==> src/rtl/conway_gen_ctrl.sv <==
// Host command sequencer for the Life engine: clear/set/run/stop strobes, generation count, watchdog.
// Registered outputs one cycle after accept; cmd_ready drops while clearing, writing or draining a stop.
module conway_gen_ctrl #(
    parameter int GEN_W      = 16,
    parameter int TIMEOUT    = 8192,
    parameter int CLR_CYCLES = 1
) (
    input  logic             i_clk,
    input  logic             i_rst_n,
    input  logic             i_cmd_valid,
    output logic             o_cmd_ready,
    input  logic [2:0]       i_cmd_op,
    input  logic [15:0]      i_cmd_addr,
    input  logic [GEN_W-1:0] i_cmd_count,
    output logic             o_eng_clr,
    output logic             o_eng_wr,
    output logic [15:0]      o_eng_addr,
    output logic             o_eng_run,
    input  logic             i_eng_next_gen,
    output logic             o_busy,
    output logic [GEN_W-1:0] o_gen_count,
    output logic             o_done,
    output logic             o_cmd_err,
    output logic             o_timeout
);
    localparam logic [2:0] OP_NOP   = 3'd0;
    localparam logic [2:0] OP_CLEAR = 3'd1;
    localparam logic [2:0] OP_SET   = 3'd2;
    localparam logic [2:0] OP_RUN   = 3'd3;
    localparam logic [2:0] OP_STOP  = 3'd4;

    localparam int WD_W = $clog2(TIMEOUT + 1);
    localparam int CL_W = $clog2(CLR_CYCLES + 1);
    localparam logic [WD_W-1:0] WD_LAST  = WD_W'(TIMEOUT - 1);
    localparam logic [CL_W-1:0] CLR_LAST = CL_W'(CLR_CYCLES - 1);

    typedef enum logic [2:0] {ST_IDLE, ST_CLR, ST_WR, ST_RUN, ST_STOP} state_t;

    state_t           r_state, w_state_nxt;
    logic             r_eng_clr, w_clr_nxt;
    logic             r_eng_wr, w_wr_nxt;
    logic [15:0]      r_eng_addr, w_addr_nxt;
    logic             r_eng_run, w_run_nxt;
    logic             r_done, w_done_nxt;
    logic             r_cmd_err, w_err_nxt;
    logic             r_timeout, w_to_nxt;
    logic [GEN_W-1:0] r_gen_count, w_gen_nxt;
    logic [GEN_W-1:0] r_remaining, w_rem_nxt;
    logic [WD_W-1:0]  r_wdog, w_wd_nxt;
    logic [CL_W-1:0]  r_clr_cnt, w_clrc_nxt;
    logic             w_acc;
    logic             w_stop_req;

    assign o_cmd_ready = (r_state == ST_IDLE) | (r_state == ST_RUN);
    assign w_acc       = i_cmd_valid & o_cmd_ready;
    // A stop already pending, or one arriving now, ends the run on the next boundary.
    assign w_stop_req  = (r_state == ST_STOP) | (w_acc & (i_cmd_op == OP_STOP));

    always_ff @(posedge i_clk or negedge i_rst_n) begin
        if (!i_rst_n) begin
            r_state     <= ST_IDLE;
            r_eng_clr   <= 1'b0;
            r_eng_wr    <= 1'b0;
            r_eng_addr  <= '0;
            r_eng_run   <= 1'b0;
            r_done      <= 1'b0;
            r_cmd_err   <= 1'b0;
            r_timeout   <= 1'b0;
            r_gen_count <= '0;
            r_remaining <= '0;
            r_wdog      <= '0;
            r_clr_cnt   <= '0;
        end else begin
            r_state     <= w_state_nxt;
            r_eng_clr   <= w_clr_nxt;
            r_eng_wr    <= w_wr_nxt;
            r_eng_addr  <= w_addr_nxt;
            r_eng_run   <= w_run_nxt;
            r_done      <= w_done_nxt;
            r_cmd_err   <= w_err_nxt;
            r_timeout   <= w_to_nxt;
            r_gen_count <= w_gen_nxt;
            r_remaining <= w_rem_nxt;
            r_wdog      <= w_wd_nxt;
            r_clr_cnt   <= w_clrc_nxt;
        end
    end

    always_comb begin
        w_state_nxt = r_state;
        w_clr_nxt   = r_eng_clr;
        w_wr_nxt    = 1'b0;
        w_addr_nxt  = r_eng_addr;
        w_run_nxt   = r_eng_run;
        w_done_nxt  = 1'b0;
        w_err_nxt   = 1'b0;
        w_to_nxt    = r_timeout;
        w_gen_nxt   = r_gen_count;
        w_rem_nxt   = r_remaining;
        w_wd_nxt    = r_wdog;
        w_clrc_nxt  = r_clr_cnt;
        case (r_state)
            ST_IDLE: begin
                if (w_acc) begin
                    case (i_cmd_op)
                        OP_NOP, OP_STOP: ;
                        OP_CLEAR: begin
                            w_state_nxt = ST_CLR;
                            w_clr_nxt   = 1'b1;
                            w_clrc_nxt  = '0;
                            w_gen_nxt   = '0;
                            w_to_nxt    = 1'b0;
                        end
                        OP_SET: begin
                            w_state_nxt = ST_WR;
                            w_wr_nxt    = 1'b1;
                            w_addr_nxt  = i_cmd_addr;
                        end
                        OP_RUN: begin
                            w_state_nxt = ST_RUN;
                            w_run_nxt   = 1'b1;
                            w_rem_nxt   = i_cmd_count;
                            w_wd_nxt    = '0;
                        end
                        default: w_err_nxt = 1'b1;
                    endcase
                end
            end
            ST_CLR: begin
                if (r_clr_cnt == CLR_LAST) begin
                    w_clr_nxt   = 1'b0;
                    w_state_nxt = ST_IDLE;
                end else begin
                    w_clrc_nxt = r_clr_cnt + CL_W'(1);
                end
            end
            ST_WR: w_state_nxt = ST_IDLE;
            ST_RUN, ST_STOP: begin
                if (w_acc && (i_cmd_op != OP_STOP)) w_err_nxt = 1'b1;
                if (i_eng_next_gen) begin
                    w_gen_nxt = r_gen_count + GEN_W'(1);
                    w_wd_nxt  = '0;
                    if (r_remaining != '0) w_rem_nxt = r_remaining - GEN_W'(1);
                    if (w_stop_req || (r_remaining == GEN_W'(1))) begin
                        w_run_nxt   = 1'b0;
                        w_done_nxt  = 1'b1;
                        w_state_nxt = ST_IDLE;
                    end
                end else if (r_wdog == WD_LAST) begin
                    w_run_nxt   = 1'b0;
                    w_to_nxt    = 1'b1;
                    w_state_nxt = ST_IDLE;
                end else begin
                    w_wd_nxt = r_wdog + WD_W'(1);
                    if (w_stop_req) w_state_nxt = ST_STOP;
                end
            end
            default: w_state_nxt = ST_IDLE;
        endcase
    end

    assign o_eng_clr   = r_eng_clr;
    assign o_eng_wr    = r_eng_wr;
    assign o_eng_addr  = r_eng_addr;
    assign o_eng_run   = r_eng_run;
    assign o_busy      = (r_state != ST_IDLE);
    assign o_gen_count = r_gen_count;
    assign o_done      = r_done;
    assign o_cmd_err   = r_cmd_err;
    assign o_timeout   = r_timeout;
endmodule

==> config.mk <==
export PLATFORM = sky130hd
export DESIGN_NAME = conway_gen_ctrl
export DESIGN_NICKNAME = d
export VERILOG_FILES = /design/src/rtl/conway_gen_ctrl.sv
export SDC_FILE = /design/constraint.sdc
export NUM_CORES = 1
export LEC_CHECK = 0
export ABC_AREA = 1
export BUFFER_PORTS_ARGS = -buffer_cell sky130_fd_sc_hd__buf_4
export CELL_PAD_IN_SITES_DETAIL_PLACEMENT = 2
export CELL_PAD_IN_SITES_GLOBAL_PLACEMENT = 2
export CORE_ASPECT_RATIO = 0.6
export CORE_MARGIN = 4
export CORE_UTILIZATION = 31
export CTS_CLUSTER_SIZE = 20
export DETAILED_ROUTE_END_ITERATION = 10
export PLACE_DENSITY_LB_ADDON = 0.1
export SYNTH_ARGS = -nofsm -noshare
export SYNTH_HDL_FRONTEND = slang
export SYNTH_SLANG_ARGS = --single-unit
==> constraint.sdc <==
create_clock -name i_clk -period 2.2 [get_ports i_clk]
set_input_delay 0 -clock i_clk [delete_from_list [all_inputs] [get_ports i_clk]]
set_output_delay 0 -clock i_clk [all_outputs]
set_load 0.01 [all_outputs]
==> metrics.csv, run 1 <==
metric,value,unit
outcome,"complete, no violations",
fin_crit,2.03,ns
crit_fanout,13,
grt_max_degree,45,
grtUsageTotal,0.213,
syn_nets,640,
drive_gt1_frac,0.173,
dp_hpwl,11300,um
start_kind,flip-flop,
portBuffers,78,
initial_core_util,0.320,
p_switching,2.97,mW
cts_setup_buffers,0,
finalSetupTns,0,ns
layout.nets,754,
cp_top_family,simple AND/OR/NAND/NOR gates,
final_max_slew_viol_count,0,
worstPathRequired,2.39,ns
hold_violations,0,
num_vias,4516,
worstSetupPathType,reg2reg,
ys_types,30,
grt_pass1_wl,26400,um
fillCellCount,1559,
wirelength,16000,um
core_area,13000,um2
antenna_left,0,
syn_area,4160,um2
antenna_cells,0,
post-route-period-util,0.922,
yosysSeqAreaShare,0.427,
drt_pass1_iterations,4,
rsz0062_at_grt,false,
finalPower,6.57,mW
path_cells,"nor2_1, nand2_2, inv_2, o21ai_1, nand3_2, nor2_2, o21ai_0",
crit_path_top_delay_cell,nor2_2,
hold_class,in2reg,
clk_pin_slew,0.06,ns
clk_latency,0.34,ns
die_x,157,um
fp.dieH,97.7,um
swShare,0.452,
power_density,1190,nW/um2
cts-root-buf,clkbuf_16,
syn_inst,596,
clockBufferDepth,2,
gp_congestion,0.784,
ys_warn_count,0,
combinationalPowerShare,0.449,
viasPerCell,5.10,
critPathMaxStageDelay,0.57,ns
first_iter_violations,199,
drc,0,
arrival,2.22,ns
max_slew_margin,0.574,
fin_skew,0.00698,ns
max-vdd-ir-drop,0.000482,V
grt_overflow,0,
antenna_found_initial,0,
worst-path-buf-inv,1,
wire_per_inst,18.1,um
leakage,2.70,nW
syn2layout_area_growth,32.9,%
grt_pass1_vias,4925,
power.internal,3.60,mW
tightest_slew,0.638,ns
fmax,0.493,GHz
p_clk_frac,0.211,
end_kind,flip-flop,
pwr-share-seq,0.340,
cts.sinks,71,
ioPinCount,79,
cts_tree,yes,
synth.avg_cell_area,6.97,um2
setup_viol,0,
numCtsBuffers,9,
htreeDepth,3,
synth_seq_cells,71,
dieArea,15400,um2
rows,32,
place_inst,842,
instances_no_fill,885,
drv_cap,0,
## stage by stage
step	instance area [um2]	hold WS [ns]	utilization	worst slack, ns
after floorplan	4160	-0.296	-	0.629
after global placement	4980	0.0524	0.384	0.228
after detailed placement	4980	0.0622	0.384	0.102
after CTS	5510	0.00154	0.425	0.0858
after global routing	5520	0.0230	0.426	0.0316
final	5520	0.00445	0.426	0.171
## metal layers
metal / vias up / track usage / routed length [um]
met5: - / 0 / 0
met4: 0 / 0.0403 / 112
met3: 9 / 0.0418 / 518
met2: 66 / 0.348 / 7750
met1: 2280 / 0.295 / 7660
li1: 2161 / - / -
## power by group through the flow
stage / sequential (mW) / combinational [mW] / clock, mW
6_report: 2.23 / 2.95 / 1.39
5_1_grt: 2.31 / 3.33 / 1.49
4_1_cts: 2.23 / 2.91 / 1.43
3_5_place_dp: 2.23 / 2.85 / 0
3_3_place_gp: 2.20 / 2.71 / 0
2_1_floorplan: 2.22 / 1.56 / 0
## kinds of logic after synthesis
kind of cell	count (synthesis)	share of synthesized area
adder cells (fa/ha/maj)	5	0.0151
AO/OA/AOI/OAI	76	0.0957
XOR/XNOR	1	0.00211
AND/OR/NAND/NOR	362	0.380
buffers and inverters	81	0.0801
flip-flops	71	0.427
## worst register-to-register path, delay by kind of cell, from the launching register on
family,cells,cell delay (ns)
buf+inv,1,0.06
flops,1,0.46
simple gates,4,1.07
compound gates,2,0.30
## cell type report
| class | count | area [um2] | share of cell area |
|---|---|---|---|
| Tap cell | 170 | 213 | 0.0385 |
| Timing Repair Buffer | 115 | 941 | 0.170 |
| Clock buffer | 9 | 225 | 0.0408 |
| Inverter | 68 | 255 | 0.0462 |
| Sequential cell | 71 | 1780 | 0.322 |
| Multi-Input combinational cell | 445 | 2060 | 0.374 |
| Clock inverter | 7 | 47.5 | 0.00861 |
## cell usage after synthesis
master,n,share of area
nand4_1,24,0.036
nand3_1,52,0.063
xnor2_1,1,0.0021
or2_2,6,0.0090
nor2b_1,1,0.0015
nor4_2,1,0.0030
nor3b_1,1,0.0018
o21ai_0,54,0.065
clkinv_1,1,0.00090
buf_6,2,0.0054
nand2_2,5,0.0075
nand2_1,185,0.17
inv_2,2,0.0018
o31ai_1,3,0.0054
a31oi_1,2,0.0030
o21bai_1,2,0.0036
dfrtp_1,71,0.43
o21ai_1,2,0.0024
nor2_1,71,0.064
buf_2,5,0.0060
clkbuf_1,4,0.0036
inv_1,65,0.059
nand3b_1,6,0.011
a21oi_1,12,0.014
nor2_4,1,0.0027
buf_4,2,0.0036
ha_1,5,0.015
nor3_1,7,0.0084
o21a_1,1,0.0018
nand3_2,2,0.0048
## final timing paths
kind                                start        endpoint  slack (ns)  cells past startpoint
max in group asynchronous         i_rst_n  r_remaining[6]        1.37                      3
max                            r_state[0]  r_remaining[5]        0.17                      7
min reg2reg                     o_eng_clr       o_eng_clr        0.51                      2
min                        i_cmd_count[9]  r_remaining[9]       0.004                      5
min in group asynchronous         i_rst_n   o_eng_addr[2]        0.21                      2
max reg2reg                    r_state[0]  r_remaining[5]        0.17                      7
## placed cells by master, fill, tap and decap left out, drive strengths merged, types with 2 or more instances in the layout
cell type	instances
a31oi	2
dfrtp	71
a21oi	12
nor3	7
nor2	73
nand3b	6
or2	6
clkinv	5
nand2	190
o31ai	3
o21ai	56
nand3	54
inv	68
clkbuf	9
ha	5
o21bai	2
nand4	24
dlygate4sd3	26
buf	89
clkinvlp	2
## registers in the layout, indices dropped and copies added, names as in the netlist, 3 cells and up
signal	count
r_wdog	14
o_gen_count	16
r_state	3
r_remaining	16
o_eng_addr	16
## timing repair
action	in CTS	in global routing
endpoints found under the hold margin	69	0
gates resized for setup	0	1
hold buffers	26	0
setup endpoints to repair	0	7
Note: power is estimated with default switching activity, not from simulation.
==> run 2, diff against run 1 <==
- REMOVE_ABC_BUFFERS: not set -> 1
==> metrics.csv, run 2 (synthesized netlist as in run 1, its figures left out) <==
metric,value,unit,change
outcome,"complete, no violations",,
grt_pass1_vias,5000,,+1.5%
final_max_slew_viol_count,0,,unchanged
cts_tree,yes,,
wirelength,15900,um,-0.94%
rsz0062_at_grt,false,,
core_area,13000,um2,unchanged
drv_cap,0,,unchanged
gp_congestion,0.793,,+1.2%
dieArea,15400,um2,unchanged
grt_overflow,0,,unchanged
ioPinCount,79,,unchanged
start_kind,flip-flop,,
final_common_cell,nand2_1,,
arrival,2.19,ns,-0.03 ns
grt_pass1_wl,26900,um,+1.8%
fin_area,5600,um2,+1.4%
final_cell_mix,"nand2_1, buf_4, nor2_1, dfrtp_1, inv_1",,
numCtsBuffers,9,,unchanged
viasPerCell,5.08,,-0.49%
rows,32,,unchanged
cts.sinks,71,,unchanged
dp_hpwl,11700,um,+3.8%
finalSetupTns,0,ns,unchanged
htreeDepth,3,,unchanged
hold_violations,0,,unchanged
clockBufferDepth,2,,unchanged
clk_latency,0.33,ns,about the same
tightest_slew,0.616,ns,-0.0214 ns
layout.nets,758,,+0.53%
cts-root-buf,clkbuf_16,,
hold_class,in2reg,,
die_x,157,um,unchanged
post-route-util,0.432,,+0.00588
instances_no_fill,889,,+0.45%
post-route-period-util,0.887,,-0.0353
fp.dieH,97.7,um,unchanged
antenna_found_initial,0,,unchanged
grtUsageTotal,0.216,,+0.00240
fin_skew,0.00543,ns,-0.00155 ns
worstPathRequired,2.44,ns,+0.05 ns
grt_max_degree,43,,-4.4%
drc,0,,unchanged
clk_pin_slew,0.06,ns,about the same
worstSetupPathType,reg2reg,,
num_vias,4514,,-0.044%
drt_pass1_iterations,4,,unchanged
rrSetupSlack,0.25,ns,+0.08 ns
setup_viol,0,,unchanged
first_iter_violations,170,,-15%
fmax,0.512,GHz,+4.0%
leakage,2.74,nW,+1.4%
wire_per_inst,17.9,um,-1.4%
crit_fanout,12,,-1
place_area,4990,um2,+0.20%
max-vdd-ir-drop,0.000450,V,-6.7%
antenna_cells,0,,unchanged
initial_core_util,0.320,,unchanged
drive_gt1_frac,0.174,,+0.000426
place_inst,845,,+0.36%
syn2layout_area_growth,34.7,%,
end_kind,flip-flop,,
portBuffers,78,,unchanged
antenna_left,0,,unchanged
fin_crit,1.95,ns,-0.0776 ns
power_density,1210,nW/um2,+1.7%
max_slew_margin,0.589,,+0.0147
cts_setup_buffers,0,,unchanged
==> run 2: path summary, 6_finish.rpt <==
check / cells after the start / endpoint / start
hold reg to reg: 2 / o_eng_run / o_eng_run
hold / removal: 5 / r_remaining[3] / i_cmd_count[3]
setup / recovery: 7 / r_wdog[4] / r_state[1]
min in group asynchronous: 2 / r_remaining[14] / i_rst_n
setup reg to reg: 7 / r_wdog[4] / r_state[1]
max in group asynchronous: 3 / o_gen_count[9] / i_rst_n
==> run 2: power by group <==
| group | switching [mW] | internal, mW | total (mW) | leakage, nW |
|---|---|---|---|---|
| combinational | 1.86 | 1.10 | 2.96 | 1.67 |
| sequential | 0.451 | 1.76 | 2.21 | 0.919 |
| clock | 0.614 | 0.995 | 1.61 | 0.152 |
| total | 2.92 | 3.85 | 6.77 | 2.74 |
==> run 2: area by class of cell <==
| cell class | count | area [um2] |
|---|---|---|
| Fill cell | 1540 | 7370 |
| Timing Repair Buffer | 120 | 971 |
| Clock buffer | 9 | 225 |
| Multi-Input combinational cell | 444 | 2060 |
| Inverter | 68 | 255 |
| Tap cell | 170 | 213 |
| Sequential cell | 71 | 1780 |
| Clock inverter | 7 | 97.6 |
==> run 2: metal layers <==
layer,track usage,wire (um),up-vias
li1,-,-,2164
met1,0.307,7530,2263
met2,0.345,7600,74
met3,0.0436,630,13
met4,0.0324,131,0
met5,0,0,-
==> run 2: critical path, cell delays in order, from the launching register on <==
cell and delay [ns]:
dfrtp_1 0.44, nor2_1 0.20, nand2_1 0.12, nand2_2 0.22, nand2_1 0.14, nand3_2 0.15, nand2_1 0.29, o21ai_0 0.29
==> run 2: through the flow <==
step	worst slack (ns)	total power [mW]	hold WS [ns]
final	0.249	6.77	0.00131
after global routing	0.0576	7.37	0.0296
after CTS	0.213	6.84	0.000847
after detailed placement	0.245	5.14	0.0560
after global placement	0.406	4.96	0.0494
after floorplan	-0.0239	3.67	-0.296
==> run 2: what timing repair did <==
item,CTS,global route
setup endpoints to repair,0,1
resized for setup,0,1
hold buffers,28,0
endpoints found under the hold margin,68,0
==> run 3, diff against run 2 <==
- GPL_TIMING_DRIVEN: not set -> 0
- SETUP_SLACK_MARGIN: not set -> 0.4
==> metrics.csv, run 3 (synthesized netlist as in run 1, its figures left out) <==
metric,value,unit,change
outcome,"complete, no violations",,
min_from,i_cmd_count[0],,
fp.dieH,97.7,um,unchanged
antenna_left,0,,unchanged
grt_overflow,0,,unchanged
rows,32,,unchanged
setup_viol,0,,unchanged
antenna_found_initial,0,,unchanged
viasPerCell,5.17,,+1.9%
numCtsBuffers,9,,unchanged
crit_path_top_delay_cell,dfrtp_2,,
grt_max_degree,72,,+67%
final_max_slew_viol_count,0,,unchanged
final_common_cell,nand2_1,,
wirelength,18500,um,+16%
arrival,2.07,ns,-0.12 ns
rr_startpoint,r_state[0],,
initial_core_util,0.320,,unchanged
whs,0.00125,ns,-0.0000569 ns
post-route-util,0.459,,+0.0277
layout.nets,773,,+2.0%
post-route-period-util,0.809,,-0.0781
die_x,157,um,unchanged
cp_top_family,simple AND/OR/NAND/NOR gates,,
hold_class,in2reg,,
cts.sinks,71,,unchanged
ioPinCount,79,,unchanged
whs_endpoint,r_remaining[0],,
hold_violations,0,,unchanged
drv_cap,0,,unchanged
holdPathStages,5,,unchanged
grtUsageTotal,0.233,,+0.0177
critPathMaxStageDelay,0.47,ns,+0.03 ns
reg2reg_to,r_remaining[15],,
fin_skew,0.00556,ns,+0.000129 ns
tightest_slew,1.01,ns,+0.391 ns
critPathMostFrequentCell,buf_4,,
dieArea,15400,um2,unchanged
rsz0062_at_grt,true,,
power_density,1260,nW/um2,+4.2%
fmax,0.562,GHz,+9.7%
num_vias,4678,,+3.6%
wire_per_inst,20.5,um,+15%
cts-root-buf,clkbuf_16,,
gp_congestion,0.807,,+1.7%
start_kind,flip-flop,,
first_iter_violations,219,,+29%
drive_gt1_frac,0.245,,+0.0714
clk_latency,0.35,ns,+0.02 ns
fin_crit,1.78,ns,-0.172 ns
clk_pin_slew,0.07,ns,about the same
rrSetupSlack,0.42,ns,+0.17 ns
drt_pass1_iterations,4,,unchanged
grt_pass1_vias,5153,,+3.1%
final_cell_mix,"nand2_1, buf_4, dfrtp_1",,
grt_pass1_wl,28400,um,+5.7%
worstPathRequired,2.49,ns,+0.05 ns
fillCellCount,1500,,-2.6%
max_slew_margin,0.328,,-0.261
worst-path-buf-inv,3,,+3
core_area,13000,um2,unchanged
leakage,2.84,nW,+3.7%
htreeDepth,3,,unchanged
clockBufferDepth,2,,unchanged
cts_tree,yes,,
drc,0,,unchanged
worstSetupPathType,reg2reg,,
antenna_cells,0,,unchanged
dp_hpwl,10700,um,-8.8%
path_cells,"buf_4, nand3_4, nand2_8, nand2_2, nand3_4, buf_4, nor2_4, buf_4, nand3_1, nand2_1",,
end_kind,flip-flop,,
reg2regPathDepth,10,,+3
portBuffers,78,,unchanged
crit_fanout,6,,-6
syn2layout_area_growth,43.3,%,
max-vdd-ir-drop,0.000468,V,+4.1%
## run 3: changes by cell type in the layout (fill, tap and decap cells not counted), moves of 5 or more
cell and delta:
nor2_1 -16, buf_4 +11, nand2_1 -8, nor2_2 +9
dfrtp_2 +5, nor2_4 +8, dfrtp_1 -5
## run 3: worst max-delay path by stage
stage | to | cells after the start | slack [ns] | start
finish | r_remaining[15] | 10 | 0.42 | r_state[0]
global route | o_gen_count[9] | 9 | 0.27 | r_state[0]
CTS | o_gen_count[9] | 9 | 0.32 | r_state[1]
detailed placement | r_remaining[6] | 9 | -0.81 | r_state[2]
global placement | o_eng_addr[1] | 4 | -0.71 | r_state[1]
floorplan | o_eng_addr[0] | 4 | -0.02 | r_state[1]
## run 3: metrics by stage
| step | power (mW) | setup TNS [ns] | area (um2) | std cells | setup WS, ns |
|---|---|---|---|---|---|
| detailed placement | 4.97 | -21.98 | 4900 | 832 | -0.805 |
| CTS | 7.05 | 0 | 5740 | 892 | 0.316 |
| finish | 7.51 | 0 | 5960 | 904 | 0.420 |
| global placement | 4.78 | -27.59 | 4880 | 831 | -0.705 |
| global route | 8.06 | 0 | 5960 | 904 | 0.268 |
| floorplan | 3.67 | -0.382 | 4080 | 583 | -0.0239 |
## run 3: area by class of cell
class	count	area (um2)	share of cell area
timing repair buffer	132	1070	0.179
clock buffer	9	225	0.0378
tap	170	213	0.0357
multi-input combinational	447	2320	0.389
clock inverter	7	96.3	0.0162
inverter	68	255	0.0428
sequential	71	1780	0.299
## run 3: worst reg2reg max path: stages, from the launching register on
cell	delay, ns
dfrtp_2	0.47
buf_4	0.18
nand3_4	0.13
nand2_8	0.08
nand2_2	0.12
nand3_4	0.14
buf_4	0.19
nor2_4	0.10
buf_4	0.17
nand3_1	0.08
nand2_1	0.07
## run 3: routing by layer
layer | wire, um | GRT usage
met5 | 0 | 0
met4 | 238 | 0.0430
met3 | 767 | 0.0401
met2 | 9360 | 0.401
met1 | 8150 | 0.310
## run 3: report_power, final
| group | switching (mW) | total [mW] | internal, mW | leakage [nW] |
|---|---|---|---|---|
| clock | 0.664 | 1.66 | 0.996 | 0.148 |
| combinational | 2.21 | 3.57 | 1.36 | 1.78 |
| sequential | 0.511 | 2.28 | 1.77 | 0.913 |
## run 3: what timing repair did
item                       4_1_cts  5_1_grt
gates resized for setup         26       37
pin swaps                        6       10
hold buffers                    28        0
setup buffers                   13       12
hold endpoints to repair        99        0
setup endpoints to repair       63       51
gates cloned                     3        0
